## src/rtl/reaction_timer_core.sv

```systemverilog
// ---------------------------------------------------------------------------
// reaction_timer_core
//
// Measurement engine of the reaction timer. It debounces the player's push
// button, waits a pseudo-random delay, lights the "go" LED and counts elapsed
// milliseconds in BCD until the player presses again. It is the writer side
// of the four-digit BCD display interface.
//
// Ports
//   clk        in   1  system clock, all logic on the rising edge
//   rst_n      in   1  synchronous, active-low reset
//   btn        in   1  raw asynchronous push button, active-high
//   thousand   out  4  BCD thousands of ms
//   hund       out  4  BCD hundreds of ms
//   ten        out  4  BCD tens of ms
//   unit       out  4  BCD units of ms
//   led_go     out  1  high while the player should react (RUN)
//   too_early  out  1  high after a false start until the next round is armed
//   busy       out  1  high in ARMED or RUN
//   dbg_state  out  2  current FSM state (0 IDLE, 1 ARMED, 2 RUN)
//
// Every output comes straight from a flop; there is no combinational path
// from btn to any output.
// ---------------------------------------------------------------------------
module reaction_timer_core #(
  parameter int CLK_HZ          = 100_000_000,
  parameter int TICK_CYCLES     = 100_000,
  parameter int DEBOUNCE_CYCLES = 1_000_000,
  parameter int MIN_DELAY_MS    = 1000,
  parameter int RAND_BITS       = 10
) (
  input  logic       clk,
  input  logic       rst_n,
  input  logic       btn,
  output logic [3:0] thousand,
  output logic [3:0] hund,
  output logic [3:0] ten,
  output logic [3:0] unit,
  output logic       led_go,
  output logic       too_early,
  output logic       busy,
  output logic [1:0] dbg_state
);

  // Counter widths. The delay register must hold MIN_DELAY_MS + 2**RAND_BITS - 1.
  localparam int PW  = $clog2(TICK_CYCLES + 1);
  localparam int DBW = $clog2(DEBOUNCE_CYCLES + 1);
  localparam int DW  = $clog2(MIN_DELAY_MS + (1 << RAND_BITS));

  // Reject parameter sets the datapath cannot represent.
  if (TICK_CYCLES < 1 || DEBOUNCE_CYCLES < 1 || MIN_DELAY_MS < 1 ||
      RAND_BITS < 1 || RAND_BITS > 16 || CLK_HZ < TICK_CYCLES) begin : g_bad_cfg
    $error("reaction_timer_core: unsupported parameter set");
  end

  typedef enum logic [1:0] {
    S_IDLE  = 2'd0,
    S_ARMED = 2'd1,
    S_RUN   = 2'd2
  } state_t;

  // -------------------------------------------------------------------------
  // Button path: 2-flop synchronizer, stability counter, rising-edge pulse.
  // -------------------------------------------------------------------------
  logic           r_sync1;
  logic           r_sync2;
  logic           r_deb;
  logic           r_deb_d;
  logic           r_press;
  logic [DBW-1:0] r_db_cnt;

  always_ff @(posedge clk) begin
    if (!rst_n) begin
      r_sync1  <= 1'b0;
      r_sync2  <= 1'b0;
      r_deb    <= 1'b0;
      r_deb_d  <= 1'b0;
      r_press  <= 1'b0;
      r_db_cnt <= '0;
    end else begin
      r_sync1 <= btn;
      r_sync2 <= r_sync1;
      // The debounced level follows only after the synchronized value has
      // disagreed with it for DEBOUNCE_CYCLES consecutive cycles; any cycle
      // of agreement restarts the count.
      if (r_sync2 != r_deb) begin
        if (r_db_cnt == DBW'(DEBOUNCE_CYCLES - 1)) begin
          r_deb    <= r_sync2;
          r_db_cnt <= '0;
        end else begin
          r_db_cnt <= r_db_cnt + DBW'(1);
        end
      end else begin
        r_db_cnt <= '0;
      end
      r_deb_d <= r_deb;
      // Registered one-cycle pulse on the debounced rising edge only.
      r_press <= r_deb & ~r_deb_d;
    end
  end

  // -------------------------------------------------------------------------
  // 16-bit Fibonacci LFSR, taps 16,14,13,11, shifting toward bit 0.
  // Maximal length from a non-zero seed, so it never locks up at zero.
  // -------------------------------------------------------------------------
  logic [15:0] r_lfsr;
  logic        w_lfsr_fb;

  assign w_lfsr_fb = r_lfsr[0] ^ r_lfsr[2] ^ r_lfsr[3] ^ r_lfsr[5];

  always_ff @(posedge clk) begin
    if (!rst_n) begin
      r_lfsr <= 16'hACE1;
    end else begin
      r_lfsr <= {w_lfsr_fb, r_lfsr[15:1]};
    end
  end

  // -------------------------------------------------------------------------
  // Millisecond prescaler and BCD increment helpers.
  // -------------------------------------------------------------------------
  logic [PW-1:0] r_presc;
  logic          w_tick;

  assign w_tick = (r_presc == PW'(TICK_CYCLES - 1));

  logic [3:0] r_thou;
  logic [3:0] r_hund;
  logic [3:0] r_ten;
  logic [3:0] r_unit;
  logic [3:0] w_inc_thou;
  logic [3:0] w_inc_hund;
  logic [3:0] w_inc_ten;
  logic [3:0] w_inc_unit;
  logic       w_inc_max;

  // Ripple BCD increment: each digit wraps 9 -> 0 and carries upward.
  always_comb begin
    w_inc_thou = r_thou;
    w_inc_hund = r_hund;
    w_inc_ten  = r_ten;
    w_inc_unit = r_unit;
    if (r_unit == 4'd9) begin
      w_inc_unit = 4'd0;
      if (r_ten == 4'd9) begin
        w_inc_ten = 4'd0;
        if (r_hund == 4'd9) begin
          w_inc_hund = 4'd0;
          if (r_thou == 4'd9) begin
            w_inc_thou = 4'd0;
          end else begin
            w_inc_thou = r_thou + 4'd1;
          end
        end else begin
          w_inc_hund = r_hund + 4'd1;
        end
      end else begin
        w_inc_ten = r_ten + 4'd1;
      end
    end else begin
      w_inc_unit = r_unit + 4'd1;
    end
  end

  // The incremented value reaching 9999 ends the round as a timeout.
  assign w_inc_max = (w_inc_thou == 4'd9) && (w_inc_hund == 4'd9) &&
                     (w_inc_ten == 4'd9) && (w_inc_unit == 4'd9);

  // -------------------------------------------------------------------------
  // Round state machine with registered outputs.
  // -------------------------------------------------------------------------
  state_t        r_state;
  logic [DW-1:0] r_delay;
  logic          r_led_go;
  logic          r_too_early;
  logic          r_busy;

  always_ff @(posedge clk) begin
    if (!rst_n) begin
      r_state     <= S_IDLE;
      r_delay     <= '0;
      r_presc     <= '0;
      r_thou      <= 4'd0;
      r_hund      <= 4'd0;
      r_ten       <= 4'd0;
      r_unit      <= 4'd0;
      r_led_go    <= 1'b0;
      r_too_early <= 1'b0;
      r_busy      <= 1'b0;
    end else begin
      // Free-running prescaler; state entries below override it with 0 so
      // the first tick lands exactly TICK_CYCLES cycles after entry.
      if (w_tick) begin
        r_presc <= '0;
      end else begin
        r_presc <= r_presc + PW'(1);
      end

      case (r_state)
        S_IDLE: begin
          if (r_press) begin
            r_delay     <= DW'(MIN_DELAY_MS) + DW'(r_lfsr[RAND_BITS-1:0]);
            r_thou      <= 4'd0;
            r_hund      <= 4'd0;
            r_ten       <= 4'd0;
            r_unit      <= 4'd0;
            r_too_early <= 1'b0;
            r_busy      <= 1'b1;
            r_led_go    <= 1'b0;
            r_presc     <= '0;
            r_state     <= S_ARMED;
          end
        end

        S_ARMED: begin
          // A press is checked first so it beats an expiring tick.
          if (r_press) begin
            r_thou      <= 4'd9;
            r_hund      <= 4'd9;
            r_ten       <= 4'd9;
            r_unit      <= 4'd9;
            r_too_early <= 1'b1;
            r_busy      <= 1'b0;
            r_led_go    <= 1'b0;
            r_state     <= S_IDLE;
          end else if (w_tick) begin
            r_delay <= r_delay - DW'(1);
            if (r_delay <= DW'(1)) begin
              r_led_go <= 1'b1;
              r_presc  <= '0;
              r_state  <= S_RUN;
            end
          end
        end

        S_RUN: begin
          // A tick in the same cycle as the press still counts, then the
          // value freezes.
          if (w_tick) begin
            r_thou <= w_inc_thou;
            r_hund <= w_inc_hund;
            r_ten  <= w_inc_ten;
            r_unit <= w_inc_unit;
          end
          if (r_press || (w_tick && w_inc_max)) begin
            r_busy   <= 1'b0;
            r_led_go <= 1'b0;
            r_state  <= S_IDLE;
          end
        end

        default: begin
          r_busy   <= 1'b0;
          r_led_go <= 1'b0;
          r_state  <= S_IDLE;
        end
      endcase
    end
  end

  assign thousand  = r_thou;
  assign hund      = r_hund;
  assign ten       = r_ten;
  assign unit      = r_unit;
  assign led_go    = r_led_go;
  assign too_early = r_too_early;
  assign busy      = r_busy;
  assign dbg_state = r_state;

endmodule

```

## config.mk

```make
export PLATFORM = sky130hd
export DESIGN_NAME = reaction_timer_core
export DESIGN_NICKNAME = d
export VERILOG_FILES = /design/src/rtl/reaction_timer_core.sv
export SDC_FILE = /design/constraint.sdc
export NUM_CORES = 1
export LEC_CHECK = 0
export ABC_AREA = 1
export CAP_MARGIN = 40
export CORE_MARGIN = 8
export CORE_UTILIZATION = 35
export CTS_CLUSTER_SIZE = 25
export DETAILED_ROUTE_END_ITERATION = 10
export GPL_ROUTABILITY_DRIVEN = 1
export PLACE_DENSITY = 0.56
export SLEW_MARGIN = 25
export SYNTH_ARGS = -nofsm -noshare
export SYNTH_HDL_FRONTEND = slang
export SYNTH_SLANG_ARGS = --single-unit
```

## constraint.sdc

```tcl
create_clock -name clk -period 2.1 [get_ports clk]
set_input_delay 0.315 -clock clk [delete_from_list [all_inputs] [get_ports clk]]
set_output_delay 0.315 -clock clk [all_outputs]
set_load 0.02 [all_outputs]
```

==> out/results.tsv <==
metric	value	unit
dieArea	16800	µm²
synth_top_cell_by_area	dfxtp_1	
syn_avg_cell_area	6.93	µm²
reg2reg_depth	9	
worstPathMaxFanout	8	
grt_max_degree	19	
clkLatencyLatePin	0.34	ns
crit_slowest_cell	dfxtp_1	
finalSetupTns	0	ns
worst_setup_hold_path_clk_slew	0.06	ns
dp_hpwl	7.68	mm
ys_types	39	
holdBufCountCts	0	
rsz0062_at_grt	false	
final_layout_size_suffix_gt1_share	10.8	%
internal_power	3.19	mW
synth_top_area_share	39.5	%
synth.most_common_cell	nand2_1	
num_vias	4188	
fin_crit_sh	90.5	%
pwr-share-seq	40.1	%
cp_data_arrival_time	2.16	ns
initial_core_util	35.7	%
ir_drop	590	µV
synth_nets	662	
clkPwrFrac	35.3	%
p_leak	2.13	nW
cts-root-buf	clkbuf_16	
finClkSkew	0.00516	ns
multi_input_area	2280	µm²
power.density	876	nW/µm²
synth-edff-count	0	
syn-cell-area	4510	µm²
num_rows	41	
die_w	129	µm
io_buffers	23	
relSlewSlack	75.0	%
finalHoldViolCount	0	
htreeDepth	3	
fmax	0.526	GHz
path_class	flip-flop to flip-flop	
grt_pass1_wl	18.1	mm
cts_made_buffers	9	
async_flop_share	0	%
end_kind	flip-flop	
cts.sinks	89	
seq_area	1780	µm²
synthFlopType	dfxtp_1	
power_frac_comb	24.5	%
fill_cells	1349	
syn_to_final_growth	18.1	%
avgViaCountPerCell	4.85	
slew_viol_final	0	
synth_area_leaders	dfxtp_1 (40%), nand2_1 (10%), inv_1 (7.5%)	
io_pins	24	
worstPathRequired	2.36	ns
path_common_cell	inv_1	
firstDrtPassIters	4	
core	12600	µm²
hp-start	r_deb_d	
slowest_delay	0.40	ns
r2r-start	dbg_state[0]	
p_sw	1.47	mW
switching_share	31.6	%
ys_ff_latch	89	
rr_endpoint	ten[3]	
min_to	r_press	
globalRouteOverflowTotal	0	
outcome	finished, final reports clean	
place_congestion	0.830	
holdCritPathClass	flip-flop to flip-flop	
nets	700	
diodes	0	
clock_path_buffers	2	
fin_util	42.2	%
netlist_top_cells_count	nand2_1 (122), inv_1 (90), dfxtp_1 (89)	
synthCells	650	
post_drt_wl_per_cell	12.0	µm
synth-seq-area-share	39.5	%
antenna_found_initial	0	
die_h	129	µm
ant_nets	0	
period_needed	1.90	ns
finalSetupViolations	0	
cp_cell_sequence	inv_1, ha_1, o21ai_2, inv_1, nor2_1, nand2_2, nor2_4, nand2_1, a31oi_1	
maxCapViolations	0	
grt_usage	13.3	%
regToRegSetupSlack	0.20	ns
ys_warn_count	0	
cts_tree	built	
routed_wl	10.4	mm
drtIter0Drc	316	
tightest_slew	0.373	ns
grt_pass1_vias	3969	
startpoint_type	flip-flop	
drc_errors	0	
hold_path_depth	1	
==> layout make-up <==
| type | instances | area share (%) |
|---|---|---|
| Clock buffer | 11 | 4.75 |
| Clock inverter | 4 | 0.964 |
| Timing Repair Buffer | 41 | 6.86 |
| Multi-Input combinational cell | 449 | 42.9 |
| Tap cell | 172 | 4.04 |
| Inverter | 98 | 6.98 |
| Sequential cell | 89 | 33.5 |
==> placed cells by master (no fill, tap or decap), types with 4 or more instances in the layout <==
cell type,Yosys,final
a211oi_1,6,6
a21oi_1,46,46
a31oi_1,8,8
buf_4,3,18
clkbuf_16,0,9
clkdlybuf4s50_1,0,23
dfxtp_1,89,89
ha_1,9,9
inv_1,90,89
inv_2,8,8
nand2_1,122,122
nand2_2,8,8
nand3_1,38,38
nand4_1,11,11
nor2_1,77,77
nor2_2,5,5
nor2_4,6,6
nor3_1,20,20
nor4_1,4,4
o21ai_0,44,44
or2_2,8,8
xor2_1,9,9
==> worst max path at each step <==
stage,startpoint,to,slack (ns),depth (start not counted)
after CTS,dbg_state[0],thousand[2],0.14,10
final,dbg_state[0],ten[3],0.20,9
after global routing,r_presc[0],ten[3],0.01,11
after global placement,unit[3],busy,0.20,13
after floorplan,dbg_state[1],hund[3],0.23,9
after detailed placement,dbg_state[0],thousand[2],0.16,10
==> what timing repair did <==
action	CTS	global route
buffers inserted	0	3
hold endpoints to repair	0	0
setup endpoints to repair	0	11
gates resized for setup	0	2
==> registers in the layout (all words and copies together) (netlist names), 2 cells and up <==
signal,cells
r_db_cnt,20
r_lfsr,16
r_delay,11
r_presc,17
dbg_state,2
thousand,4
unit,4
hund,4
ten,4
==> metrics by stage <==
step	cells	hold WS (ns)	setup slack (ns)	cell area [µm²]	total power, mW
after global placement	846	0.373	0.195	4990	3.02
final	864	0.385	0.198	5320	4.66
after CTS	861	0.390	0.140	5290	4.71
after floorplan	650	0.368	0.227	4510	2.67
after detailed placement	846	0.381	0.161	4990	3.03
after global routing	864	0.416	0.00989	5320	4.93
==> power groups by stage <==
stage,sequential (mW),clock [mW],combinational [mW]
finish,1.87,1.65,1.14
floorplan,1.97,0,0.704
global placement,1.90,0,1.12
global route,1.89,1.76,1.28
CTS,1.87,1.71,1.13
detailed placement,1.91,0,1.12
==> worst max-delay path, delay by kind of cell (launching register included) <==
| family | cells | cell delay (ns) |
|---|---|---|
| buf+inv | 2 | 0.16 |
| simple gates | 4 | 0.58 |
| flops | 1 | 0.40 |
| compound gates | 2 | 0.44 |
| fa+ha+maj | 1 | 0.25 |
==> cell families after synthesis <==
logic type	after synthesis	synth area share, %
AND/OR/NAND/NOR	311	31.7
buffers and inverters	112	9.86
adder cells (fa/ha/maj)	9	2.50
flip-flops	89	39.5
AO/OA/AOI/OAI	119	14.4
XOR/XNOR	10	1.94
==> per-layer routing <==
layer | GRT usage [%] | routed length, µm | vias up | part of all wire [%]
met5 | 0 | 0 | - | 0
met4 | 4.30 | 112 | 0 | 1.1
met3 | 3.94 | 454 | 8 | 4.4
met2 | 21.6 | 4740 | 59 | 46
met1 | 16.5 | 5090 | 1932 | 49
li1 | - | - | 2189 | -
(Power assumes the default switching activity.)
